### src/rtl/gamma_slice_sequencer.sv
// Gamma-window sequencer: walks every (time_step, slice_sel) pair of a window,
// time-major with slices as the inner loop, then emits a one-cycle DONE bubble.
module gamma_slice_sequencer #(
    parameter int T_MAX    = 8,
    parameter int N_SLICES = 4,
    localparam int TW = (T_MAX    > 1) ? $clog2(T_MAX)    : 1,
    localparam int SW = (N_SLICES > 1) ? $clog2(N_SLICES) : 1
) (
    input  logic          clk,
    input  logic          grst,
    input  logic          start_count,
    input  logic          stall,
    output logic [TW-1:0] time_step,
    output logic [SW-1:0] slice_sel,
    output logic          slice_valid,
    output logic          slice_last,
    output logic          gamma_done,
    output logic          busy,
    output logic [1:0]    fsm_state
);

    typedef enum logic [1:0] {
        IDLE = 2'd0,
        RUN  = 2'd1,
        DONE = 2'd2
    } state_t;

    localparam logic [TW-1:0] TS_LAST   = TW'(T_MAX - 1);
    localparam logic [SW-1:0] SS_LAST   = SW'(N_SLICES - 1);
    localparam logic          ONE_SLICE = (N_SLICES == 1);

    state_t state;

    assign fsm_state = state;

    // Valid semantics: a pair is delivered on every cycle slice_valid is high and
    // is never re-presented. A stall sampled at an edge holds the counters and
    // drops slice_valid for the following cycle; the first edge without stall
    // advances to the next pair, so a stall only inserts bubbles.
    always_ff @(posedge clk or posedge grst) begin
        if (grst) begin
            state       <= IDLE;
            time_step   <= '0;
            slice_sel   <= '0;
            slice_valid <= 1'b0;
            slice_last  <= 1'b0;
            gamma_done  <= 1'b0;
            busy        <= 1'b0;
        end else begin
            gamma_done <= 1'b0;
            case (state)
                IDLE: begin
                    time_step <= '0;
                    slice_sel <= '0;
                    if (start_count) begin
                        state       <= RUN;
                        slice_valid <= 1'b1;
                        slice_last  <= ONE_SLICE;
                        busy        <= 1'b1;
                    end else begin
                        slice_valid <= 1'b0;
                        slice_last  <= 1'b0;
                        busy        <= 1'b0;
                    end
                end

                RUN: begin
                    busy <= 1'b1;
                    if (stall) begin
                        slice_valid <= 1'b0;
                        slice_last  <= 1'b0;
                    end else if (slice_sel == SS_LAST && time_step == TS_LAST) begin
                        state       <= DONE;
                        time_step   <= '0;
                        slice_sel   <= '0;
                        slice_valid <= 1'b0;
                        slice_last  <= 1'b0;
                        gamma_done  <= 1'b1;
                    end else if (slice_sel == SS_LAST) begin
                        slice_sel   <= '0;
                        time_step   <= time_step + TW'(1);
                        slice_valid <= 1'b1;
                        slice_last  <= ONE_SLICE;
                    end else begin
                        slice_sel   <= slice_sel + SW'(1);
                        slice_valid <= 1'b1;
                        slice_last  <= ((slice_sel + SW'(1)) == SS_LAST);
                    end
                end

                DONE: begin
                    time_step <= '0;
                    slice_sel <= '0;
                    // start_count is only consulted here and in IDLE, so dropping
                    // it mid-window never aborts the window in progress.
                    if (start_count) begin
                        state       <= RUN;
                        slice_valid <= 1'b1;
                        slice_last  <= ONE_SLICE;
                        busy        <= 1'b1;
                    end else begin
                        state       <= IDLE;
                        slice_valid <= 1'b0;
                        slice_last  <= 1'b0;
                        busy        <= 1'b0;
                    end
                end

                default: begin
                    state       <= IDLE;
                    time_step   <= '0;
                    slice_sel   <= '0;
                    slice_valid <= 1'b0;
                    slice_last  <= 1'b0;
                    busy        <= 1'b0;
                end
            endcase
        end
    end

endmodule

### config.mk
export PLATFORM = sky130hd
export DESIGN_NAME = gamma_slice_sequencer
export DESIGN_NICKNAME = d
export VERILOG_FILES = /design/src/rtl/gamma_slice_sequencer.sv
export SDC_FILE = /design/constraint.sdc
export NUM_CORES = 1
export LEC_CHECK = 0
export ABC_AREA = 1
export CAP_MARGIN = 20
export CELL_PAD_IN_SITES_DETAIL_PLACEMENT = 0
export CELL_PAD_IN_SITES_GLOBAL_PLACEMENT = 1
export CORE_MARGIN = 2
export CORE_UTILIZATION = 41
export DETAILED_ROUTE_END_ITERATION = 8
export DONT_BUFFER_PORTS = 1
export GPL_ROUTABILITY_DRIVEN = 0
export PLACE_DENSITY = 0.74
export SETUP_SLACK_MARGIN = 0.4
export SYNTH_ARGS = -nofsm -noshare
export SYNTH_HDL_FRONTEND = slang
export SYNTH_SLANG_ARGS = --single-unit
### constraint.sdc
create_clock -name clk -period 1.6 [get_ports clk]
set_input_delay 0.16 -clock clk [delete_from_list [all_inputs] [get_ports clk]]
set_output_delay 0.16 -clock clk [all_outputs]
set_load 0.01 [all_outputs]
==> results of run 1 <==
[synth_stat cells (2+ instances only)]
cell type	number	share of area
a21oi_1	3	0.028
dfrtp_1	11	0.52
ha_1	4	0.094
inv_1	9	0.063
nand2_1	18	0.13
nand3_1	2	0.019
nor2_1	4	0.028
nor2_2	3	0.035
nor3_1	2	0.019
[cells by family (layout without fill, tap and decap cells)]
group	count (synthesis)	in the layout	synth area share
flip-flops	11	11	0.516
adder cells (fa/ha/maj)	4	4	0.0939
AND/OR/NAND/NOR	32	32	0.282
AO/OA/AOI/OAI	4	4	0.0375
buffers and inverters	10	18	0.0704
[metrics by stage]
step | setup slack (ps) | hold slack, ps | instance area, um2 | total power, uW
6_report | 439 | 30.6 | 674 | 903
5_1_grt | 354 | 40.8 | 674 | 986
4_1_cts | 384 | 23.0 | 628 | 845
3_5_place_dp | 308 | 76.6 | 551 | 621
3_3_place_gp | 325 | 74.3 | 551 | 621
2_1_floorplan | 419 | 12.4 | 533 | 580
[repair_timing]
| action | 4_1_cts | 5_1_grt |
|---|---|---|
| hold buffers | 2 | 0 |
| hold endpoints to repair | 13 | 0 |
| resized for setup | 10 | 6 |
| buffers inserted | 0 | 2 |
| endpoints found under the setup margin | 7 | 7 |
| cloned | 0 | 0 |
| pin swaps | 3 | 3 |
[registers in the layout, indices dropped and copies added, names as in the netlist]
name	flops
time_step	3
fsm_state	2
slice_sel	2
busy	1
gamma_done	1
slice_last	1
slice_valid	1
[report_power, final]
group	total (uW)	internal [uW]	switching, uW
logic	266	122	144
registers	450	344	106
clock network	187	92.4	94.5
[metal layers]
layer / vias to the layer above / share of wire / routed length, um / track usage
met3: 2 / 0.042 / 42 / 0.0389
met5: - / 0 / 0 / 0
met2: 9 / 0.49 / 499 / 0.222
met4: 0 / 0.011 / 11 / 0.129
li1: 207 / - / - / -
met1: 198 / 0.45 / 458 / 0.217
[worst max path at each step]
| stage | end | depth (start not counted) | slack [ps] |
|---|---|---|---|
| finish | time_step[2]$_DFFE_PP0P_ | 6 | 440 |
| global placement | fsm_state[0]$_DFFE_PP0P_ | 5 | 320 |
| global route | time_step[2]$_DFFE_PP0P_ | 6 | 350 |
| detailed placement | fsm_state[0]$_DFFE_PP0P_ | 5 | 310 |
| CTS | time_step[2]$_DFFE_PP0P_ | 6 | 380 |
| floorplan | time_step[2]$_DFFE_PP0P_ | 6 | 420 |
[final cells by class]
type,count,area (um2),area share
clock buffer,3,22.5,0.0334
timing repair buffer,4,35.0,0.0519
sequential,11,280,0.416
multi-input combinational,40,277,0.410
tap,14,17.5,0.0260
clock inverter,1,5.00,0.00742
inverter,10,37.5,0.0557
[worst max-delay path, delay by kind of cell (launching register included)]
family,cells,cell delay (ps)
AOI/OAI and AO/OA,1,80
adders and majority gates,2,430
buffers and inverters,1,30
DFF,1,450
and+or+nand+nor,2,130
==> metrics.md, run 1 <==
| Metric | Value |
|---|---|
| Worst skew pair latency | 270 ps |
| Largest net degree at the start of global routing | 12 |
| Reg clk slew, reported paths | 80 ps |
| Fmax | 0.861 GHz |
| Initial antenna violation count | 0 |
| Gate Count Post-Synth | 61 |
| Fin crit period | 1160 ps |
| Commonest non-fill, non-tap cell in the layout | nand2_1 |
| Setup_tns | 0 ps |
| Worst Setup Start Kind | register |
| Number of routed nets with antenna violations | 0 |
| Synth-to-Final Area Change | 26.5% |
| Inst Count DP | 75 |
| Top_reg_cell synth | dfrtp_1 |
| Flops & latches, synth | 11 |
| IO Pins | 15 |
| Final period utilization | 0.726 |
| Min-Delay Endpoint | slice_last$_DFF_PP0_ |
| WP data arrival | 1380 ps |
| Post-layout util | 0.583 |
| Core area | 1160 um2 |
| Worst Hold Launch | stall |
| # diodes | 0 |
| Synth warnings | 0 |
| Detailed placement HPWL | 693 um |
| Distinct cells, synth | 14 |
| Leakage | 0.000340 uW |
| Slowest cell on crit path | dfrtp_2 |
| Drt total wl | 1010 um |
| FF-to-FF Start | time_step[0]$_DFFE_PP0P_ |
| R2R setup slack | 440 ps |
| IO buf count | 0 |
| Overflow after GRT | 0 |
| Syn Area/Cell | 8.74 um2 |
| First-pass DRT Iterations | 2 |
| Hold Crit Class | in -> reg |
| Root Driver | clkbuf_4 |
| Clock skew | 12.3 ps |
| First-pass GRT wire length | 1670 um |
| Crit path from | time_step[0]$_DFFE_PP0P_ |
| Htree depth | 1 |
| Required @ worst endpoint | 1810 ps |
| Cell Rows | 12 |
| Finished Layout Cells | 83 |
| Setup violators final | 0 |
| Part of the Yosys area used for sequential elements | 0.516 |
| DR WL/cell | 12.2 um |
| Max VDD drop | 667 uV |
| Vias in the first global route | 393 |
| Critical path fanouts, max | 3 |
| Die W | 40.1 um |
| Fill cells | 121 |
| DRC Markers | 0 |
| Synthesized area | 533 um2 |
| Final Hold Fails | 0 |
| Unrepaired setup endpoints after global routing | yes |
| Initial Utilization | 0.461 |
| Outcome | finished clean |
| CP Class | reg -> reg |
| Vias | 416 |
| Die height | 40.1 um |
| Max Root-Sink Buffers | 2 |
| Nets | 78 |
| R2R Path End | time_step[2]$_DFFE_PP0P_ |
| Commonest cells after routing, fill and taps aside | 17 x nand2_1, 8 x inv_1, 7 x dfrtp_1 |
| First DRT Iteration DRCs | 4 |
| CTS tree | built |
| Max incr delay on CP | 450 ps |
| Post-synth EDFFs | 0 |
| Syn nets | 69 |
| Slew margin rel. | 0.723 |
| Vias per cell | 5.01 |
| Pins over their slew limit | 0 |
| FFs w/ async S/R, synth | 1.00 |
| Pwr/cell area | 1340 nW/um2 |
| Slew @ Worst Pin | 415 ps |
| Reg2reg path depth | 6 |
| Die ar. | 1600 um2 |
| Share of layout cells above drive strength 1 | 0.348 |
| MaxCap Viol Count | 0 |
| CP endpoint kind | register |
| Worst path cell trace | ha_4 > ha_4 > inv_2 > a21oi_2 > nand3_1 > nand2_1 |
| Crit-path most repeated cell | ha_4 |
| Cts bufs inserted | 3 |
| Total GRT Usage | 0.163 |
| Clock sink count | 11 |
| Hold Path Stages | 3 |
(Power assumes the default switching activity.)
==> inputs of run 2 (changes only) <==
- clock period: 1.6 -> 1.1 ns (I/O delays scaled with it)
==> run 2 against run 1 <==
The run now ends with hold timing, setup timing left; final area is 37% higher; register-to-register slack worse by 540 ps; cell count is 17% higher; power is 97% higher; global-route usage is 4.9 points higher; wire length is 32% higher; first-iteration DRC count is 50% lower; hold slack worse by 44 ps; largest power group is now combinational logic.
==> metrics.md, run 2 (synthesis gave the netlist of run 1 again) <==
| Metric | Value |
|---|---|
| Htree depth | 1 (unchanged) |
| Clock sink count | 11 (unchanged) |
| Die W | 40.1 um (unchanged) |
| Outcome | complete, but fails checks |
| Pwr/cell area | 1930 nW/um2 (+44%) |
| Fill cells | 69 (-43%) |
| Overflow after GRT | 0 (unchanged) |
| Vias per cell | 5.01 (about the same) |
| WP data arrival | 1420 ps (+40 ps) |
| Core area | 1160 um2 (unchanged) |
| Worst Path Buf+Inv | 1 (unchanged) |
| PnR worst setup slack | -97.8 ps (-537 ps) |
| Slew @ Worst Pin | 246 ps (-168 ps) |
| Reg clk slew, reported paths | 80 ps (about the same) |
| CTS tree | built |
| Vias in the first global route | 493 (+25%) |
| Worst Hold Launch | stall |
| Drt total wl | 1330 um (+32%) |
| MaxCap Viol Count | 0 (unchanged) |
| First-pass DRT Iterations | 2 (unchanged) |
| Share of layout cells above drive strength 1 | 0.602 (+0.255) |
| Worst Setup Start Kind | register |
| Hold Slack | -13.5 ps (-44.0 ps) |
| Final Hold Fails | 3 (+3) |
| Initial antenna violation count | 0 (unchanged) |
| Total GRT Usage | 0.212 (+0.0487) |
| Max incr delay on CP | 410 ps (-40 ps) |
| Clock skew | 4.95 ps (-7.38 ps) |
| R2R setup slack | -100 ps (-540 ps) |
| First-pass GRT wire length | 2080 um (+24%) |
| # diodes | 0 (unchanged) |
| R2R Path End | time_step[2]$_DFFE_PP0P_ |
| DR WL/cell | 13.7 um (+13%) |
| Min-Delay Endpoint | slice_valid$_DFF_PP0_ |
| Number of routed nets with antenna violations | 0 (unchanged) |
| Failing checks | hold timing, setup timing |
| Commonest non-fill, non-tap cell in the layout | nand2_1 |
| Vias | 486 (+17%) |
| Final period utilization | 1.09 (+0.363) |
| Initial Utilization | 0.461 (unchanged) |
| Path length in cells of the critical path | 6 (unchanged) |
| Detailed placement HPWL | 838 um (+21%) |
| CP Class | reg -> reg |
| Largest delay contributor family on the critical path | adder cells |
| Pins over their slew limit | 0 (unchanged) |
| Leakage | 0.000416 uW (+22%) |
| Hold Crit Class | in -> reg |
| Inst Count DP | 83 (+11%) |
| Slowest cell on crit path | dfrtp_1 |
| Hold buffer count at CTS | 4 (+2) |
| Slew margin rel. | 0.836 (+0.112) |
| Max VDD drop | 1090 uV (+64%) |
| Synth-to-Final Area Change | 73.2% |
| Worst skew pair latency | 280 ps (about the same) |
| Finished Layout Cells | 97 (+17%) |
| Cts bufs inserted | 3 (unchanged) |
| Crit path from | time_step[1]$_DFFE_PP0P_ |
| DRC Markers | 0 (unchanged) |
| Critical path fanouts, max | 2 (-1) |
| Nets | 92 (+18%) |
| Fin crit period | 1200 ps (+36.9 ps) |
| Largest net degree at the start of global routing | 12 (unchanged) |
| CP endpoint kind | register |
| Root Driver | clkbuf_4 |
| Setup violators final | 7 (+7) |
| Fmax | 0.835 GHz (-3.1%) |
| Worst path cell trace | ha_2 > ha_4 > inv_2 > a21oi_2 > nand3_1 > nand2_1 |
| Top reg by flops | time_step |
| Die ar. | 1600 um2 (unchanged) |
| FF-to-FF Start | time_step[1]$_DFFE_PP0P_ |
| First DRT Iteration DRCs | 2 (-2) |
| Die height | 40.1 um (unchanged) |
| Commonest cells after routing, fill and taps aside | 13 x nand2_1, 9 x buf_6, 7 x dfrtp_1 |
| Hold Path Stages | 3 (unchanged) |
| Reg2reg path depth | 6 (unchanged) |
| Cell Rows | 12 (unchanged) |
| Unrepaired setup endpoints after global routing | yes |
| IO Pins | 15 (unchanged) |
| Max reg flops | 3 (unchanged) |
| Max Root-Sink Buffers | 2 (unchanged) |
| IO buf count | 0 (unchanged) |
| Required @ worst endpoint | 1320 ps (-490 ps) |
==> run 2: changes by cell type in the layout (fill, tap and decap cells not counted), moves of 3 or more <==
cell and change:
buf_6 +9, nand2_2 +3, inv_4 +4, inv_1 -6
nand2_1 -4
==> run 2: worst max-delay path by stage <==
stage          slack (ps)                  endpoint
2_1_floorplan         -60  time_step[2]$_DFFE_PP0P_
3_3_place_gp          -20  time_step[2]$_DFFE_PP0P_
3_5_place_dp          -70  time_step[2]$_DFFE_PP0P_
4_1_cts               -60  time_step[2]$_DFFE_PP0P_
5_1_grt              -130  time_step[2]$_DFFE_PP0P_
6_report             -100  time_step[2]$_DFFE_PP0P_
==> run 2: per-stage QoR <==
| step | instance area [um2] | worst slack (ps) | utilization | power (uW) | TNS (ps) |
|---|---|---|---|---|---|
| 3_3_place_gp | 671 | -24.8 | 0.580 | 1120 | -43.2 |
| 5_1_grt | 923 | -129 | 0.799 | 1900 | -603 |
| 6_report | 923 | -97.8 | 0.799 | 1780 | -394 |
| 2_1_floorplan | 581 | -59.3 | - | 891 | -98.8 |
| 3_5_place_dp | 671 | -66.5 | 0.580 | 1140 | -107 |
| 4_1_cts | 823 | -64.0 | 0.712 | 1610 | -113 |
==> run 2: area by class of cell <==
| type | instances | area [um2] | area share |
|---|---|---|---|
| multi-input cells | 40 | 344 | 0.373 |
| flip-flops and latches | 11 | 280 | 0.304 |
| repair buffers | 18 | 204 | 0.221 |
| inverters | 10 | 51.3 | 0.0556 |
| clock buffers | 4 | 26.3 | 0.0285 |
| well taps | 14 | 17.5 | 0.0190 |
==> run 2: worst min-delay path, cell delays in order <==
cell and delay [ps]:
nor2_2 30, nand2_2 50, nand2_1 40
==> run 2: layer usage <==
layer,part of all wire,wire length (um),vias to the layer above,GRT usage
met1,0.35,460,232,0.234
met3,0.050,67,4,0.0556
met2,0.57,763,16,0.347
li1,-,-,234,-
met5,0,0,-,0
met4,0.030,40,0,0.155
==> run 2: power breakdown <==
group | leakage (uW) | internal [uW] | switching [uW]
registers | 0.000133 | 496 | 107
clock network | 0.0000150 | 141 | 150
logic | 0.000268 | 491 | 395
total | 0.000416 | 1130 | 652
==> run 2: timing repair <==
item	4_1_cts	5_1_grt
buffers inserted	2	4
endpoints found under the setup margin	22	27
gates resized for setup	18	17
endpoints found under the hold margin	15	2
pin swaps	9	7
==> inputs of run 3 (changes only) <==
- CORE_MARGIN: 2 -> not set
==> run 3 against run 2 <==
The flow finishes with violations (setup timing); sequential share of layout area is 3.9 points higher; fmax rose by 0.45%; count of clock-buffer cells in the layout did not move; non-clock buffer count down 6; clock skew down 3.9 ps; wire length decreased by 4.2%; die area is 9.7% lower; via count is 6.6% lower; critical endpoint unchanged; largest power group unchanged; highest routed layer unchanged.
==> metrics.md, run 3 (synthesis gave the netlist of run 1 again) <==
| Metric | Value |
|---|---|
| Die ar. | 1450 um2 (-9.7%) |
| Commonest non-fill, non-tap cell in the layout | nand2_1 |
| Max incr delay on CP | 400 ps (about the same) |
| Unrepaired setup endpoints after global routing | yes |
| # diodes | 0 (unchanged) |
| Worst Path Buf+Inv | 1 (unchanged) |
| Clk pwr share | 0.172 (+0.009) |
| Flop pwr share | 0.357 (+0.018) |
| Htree depth | 1 (unchanged) |
| Max VDD drop | 1100 uV (+0.52%) |
| Nets | 86 (-6.5%) |
| Slew margin rel. | 0.836 (about the same) |
| Largest delay contributor family on the critical path | adder cells |
| Leakage | 0.000384 uW (-7.6%) |
| Combinational share of power | 0.471 (-0.027) |
| Synth-to-Final Area Change | 52.8% |
| Detailed placement HPWL | 875 um (+4.4%) |
| Clock skew | 1.09 ps (-3.87 ps) |
| DR WL/cell | 14.0 um (+2.1%) |
| Largest net degree at the start of global routing | 12 (unchanged) |
| Cts bufs inserted | 3 (unchanged) |
| Min-Delay Endpoint | slice_sel[1]$_DFFE_PP0P_ |
| Outcome | complete, but fails checks |
| Max reg flops | 3 (unchanged) |
| Failing checks | setup timing |
| Required @ worst endpoint | 1310 ps (about the same) |
| CTS tree | built |
| Reg clk slew, reported paths | 70 ps (about the same) |
| Fmax | 0.839 GHz (+0.45%) |
| PnR worst setup slack | -92.4 ps (+5.37 ps) |
| Slowest cell on crit path | dfrtp_1 |
| FF-to-FF Start | time_step[1]$_DFFE_PP0P_ |
| Slew @ Worst Pin | 246 ps (-0.642 ps) |
| Initial Utilization | 0.461 (unchanged) |
| Worst Hold Launch | stall |
| Commonest cells after routing, fill and taps aside | 16 x nand2_1, 8 x dfrtp_1, 8 x buf_6 |
| Hold Path Stages | 3 (unchanged) |
| Top reg by flops | time_step |
| Pins over their slew limit | 0 (unchanged) |
| Inst Count DP | 83 (unchanged) |
| Internal | 1030 uW (-8.7%) |
| Hold Slack | 0.473 ps (+14.0 ps) |
| Fin crit period | 1190 ps (-5.37 ps) |
| Cell Rows | 12 (unchanged) |
| Vias | 454 (-6.6%) |
| Drt total wl | 1280 um (-4.2%) |
| Vias per cell | 4.99 (-0.43%) |
| Worst skew pair latency | 270 ps (about the same) |
| Final Hold Fails | 0 (-3) |
| Sw Ratio | 0.373 (+0.00645) |
| WP data arrival | 1410 ps (about the same) |
| Critical path fanouts, max | 2 (unchanged) |
| First DRT Iteration DRCs | 14 (+12) |
| Reg2reg path depth | 6 (unchanged) |
| Final period utilization | 1.08 (-0.00489) |
| Worst path cell trace | ha_2 > ha_4 > inv_2 > a21oi_2 > nand3_1 > nand2_1 |
| IO buf count | 0 (unchanged) |
| MaxCap Viol Count | 0 (unchanged) |
| Setup violators final | 3 (-4) |
| Max Root-Sink Buffers | 2 (unchanged) |
| Hold Crit Class | in -> reg |
| Die W | 38.1 um (-5.0%) |
| Pwr/cell area | 2020 nW/um2 (+4.6%) |
| Finished Layout Cells | 91 (-6.2%) |
| First-pass GRT wire length | 2130 um (+2.7%) |
| CP Class | reg -> reg |
| Initial antenna violation count | 0 (unchanged) |
| Worst Setup Start Kind | register |
| Total GRT Usage | 0.231 (+0.0190) |
| R2R setup slack | -90 ps (about the same) |
| Overflow after GRT | 0 (unchanged) |
| CP endpoint kind | register |
| Share of layout cells above drive strength 1 | 0.545 (-0.0570) |
| R2R Path End | time_step[2]$_DFFE_PP0P_ |
| NetSw | 612 uW (-6.1%) |
| Root Driver | clkbuf_4 |
| IO Pins | 15 (unchanged) |
| Vias in the first global route | 484 (-1.8%) |
| Number of routed nets with antenna violations | 0 (unchanged) |
| Fill cells | 97 (+41%) |
| Die height | 38.1 um (-5.0%) |
| Core area | 1160 um2 (unchanged) |
| Clock sink count | 11 (unchanged) |
| First-pass DRT Iterations | 4 (+2) |
| DRC Markers | 0 (unchanged) |
run 3: worst reg2reg max path, stage by stage (launching register included):
cell and delay (ps):
dfrtp_1 400, ha_2 200, ha_4 260, inv_2 30, a21oi_2 100, nand3_1 80
nand2_1 70
run 3: worst max-delay path by stage:
| stage | cells after the start | to | slack [ps] | startpoint |
|---|---|---|---|---|
| 2_1_floorplan | 6 | time_step[2]$_DFFE_PP0P_ | -60 | time_step[1]$_DFFE_PP0P_ |
| 3_3_place_gp | 6 | time_step[2]$_DFFE_PP0P_ | -20 | time_step[1]$_DFFE_PP0P_ |
| 3_5_place_dp | 6 | time_step[2]$_DFFE_PP0P_ | -60 | time_step[1]$_DFFE_PP0P_ |
| 4_1_cts | 6 | time_step[2]$_DFFE_PP0P_ | -100 | time_step[0]$_DFFE_PP0P_ |
| 5_1_grt | 6 | time_step[2]$_DFFE_PP0P_ | -150 | time_step[1]$_DFFE_PP0P_ |
| 6_report | 6 | time_step[2]$_DFFE_PP0P_ | -90 | time_step[1]$_DFFE_PP0P_ |
run 3: per-stage QoR:
stage                     total power, uW  TNS, ps  area (um2)  setup WS, ps  utilization
after floorplan                       891    -98.8         581         -59.3            -
after CTS                            1600     -163         772         -97.1        0.668
after global placement               1090    -28.7         658         -24.6        0.569
after detailed placement             1120     -147         658         -62.1        0.569
final                                1640     -171         815         -92.4        0.705
after global routing                 1770     -384         815          -150        0.705
run 3: power by group through the flow:
stage | clock, uW | combinational, uW | sequential [uW]
floorplan | 0 | 286 | 605
finish | 283 | 773 | 587
CTS | 284 | 725 | 586
global placement | 0 | 529 | 563
detailed placement | 0 | 543 | 575
global route | 312 | 859 | 594
run 3: routing by layer:
| metal | vias to the layer above | global-route usage | part of all wire |
|---|---|---|---|
| li1 | 223 | - | - |
| met1 | 215 | 0.248 | 0.40 |
| met2 | 14 | 0.394 | 0.54 |
| met3 | 2 | 0.0872 | 0.053 |
| met4 | 0 | 0.107 | 0.0039 |
| met5 | - | 0 | 0 |
run 3: cell type report:
class	instances	area, um2	share of cell area
well taps	14	17.5	0.0215
clock buffers	4	26.3	0.0323
repair buffers	12	125	0.154
multi-input cells	40	323	0.396
inverters	10	43.8	0.0538
flip-flops and latches	11	279	0.343
run 3: what timing repair did:
item | in CTS | in global routing
gates resized for setup | 16 | 9
setup endpoints to repair | 22 | 24
pin swaps | 8 | 8
hold buffers | 2 | 0
buffers inserted | 1 | 1
hold endpoints to repair | 14 | 0
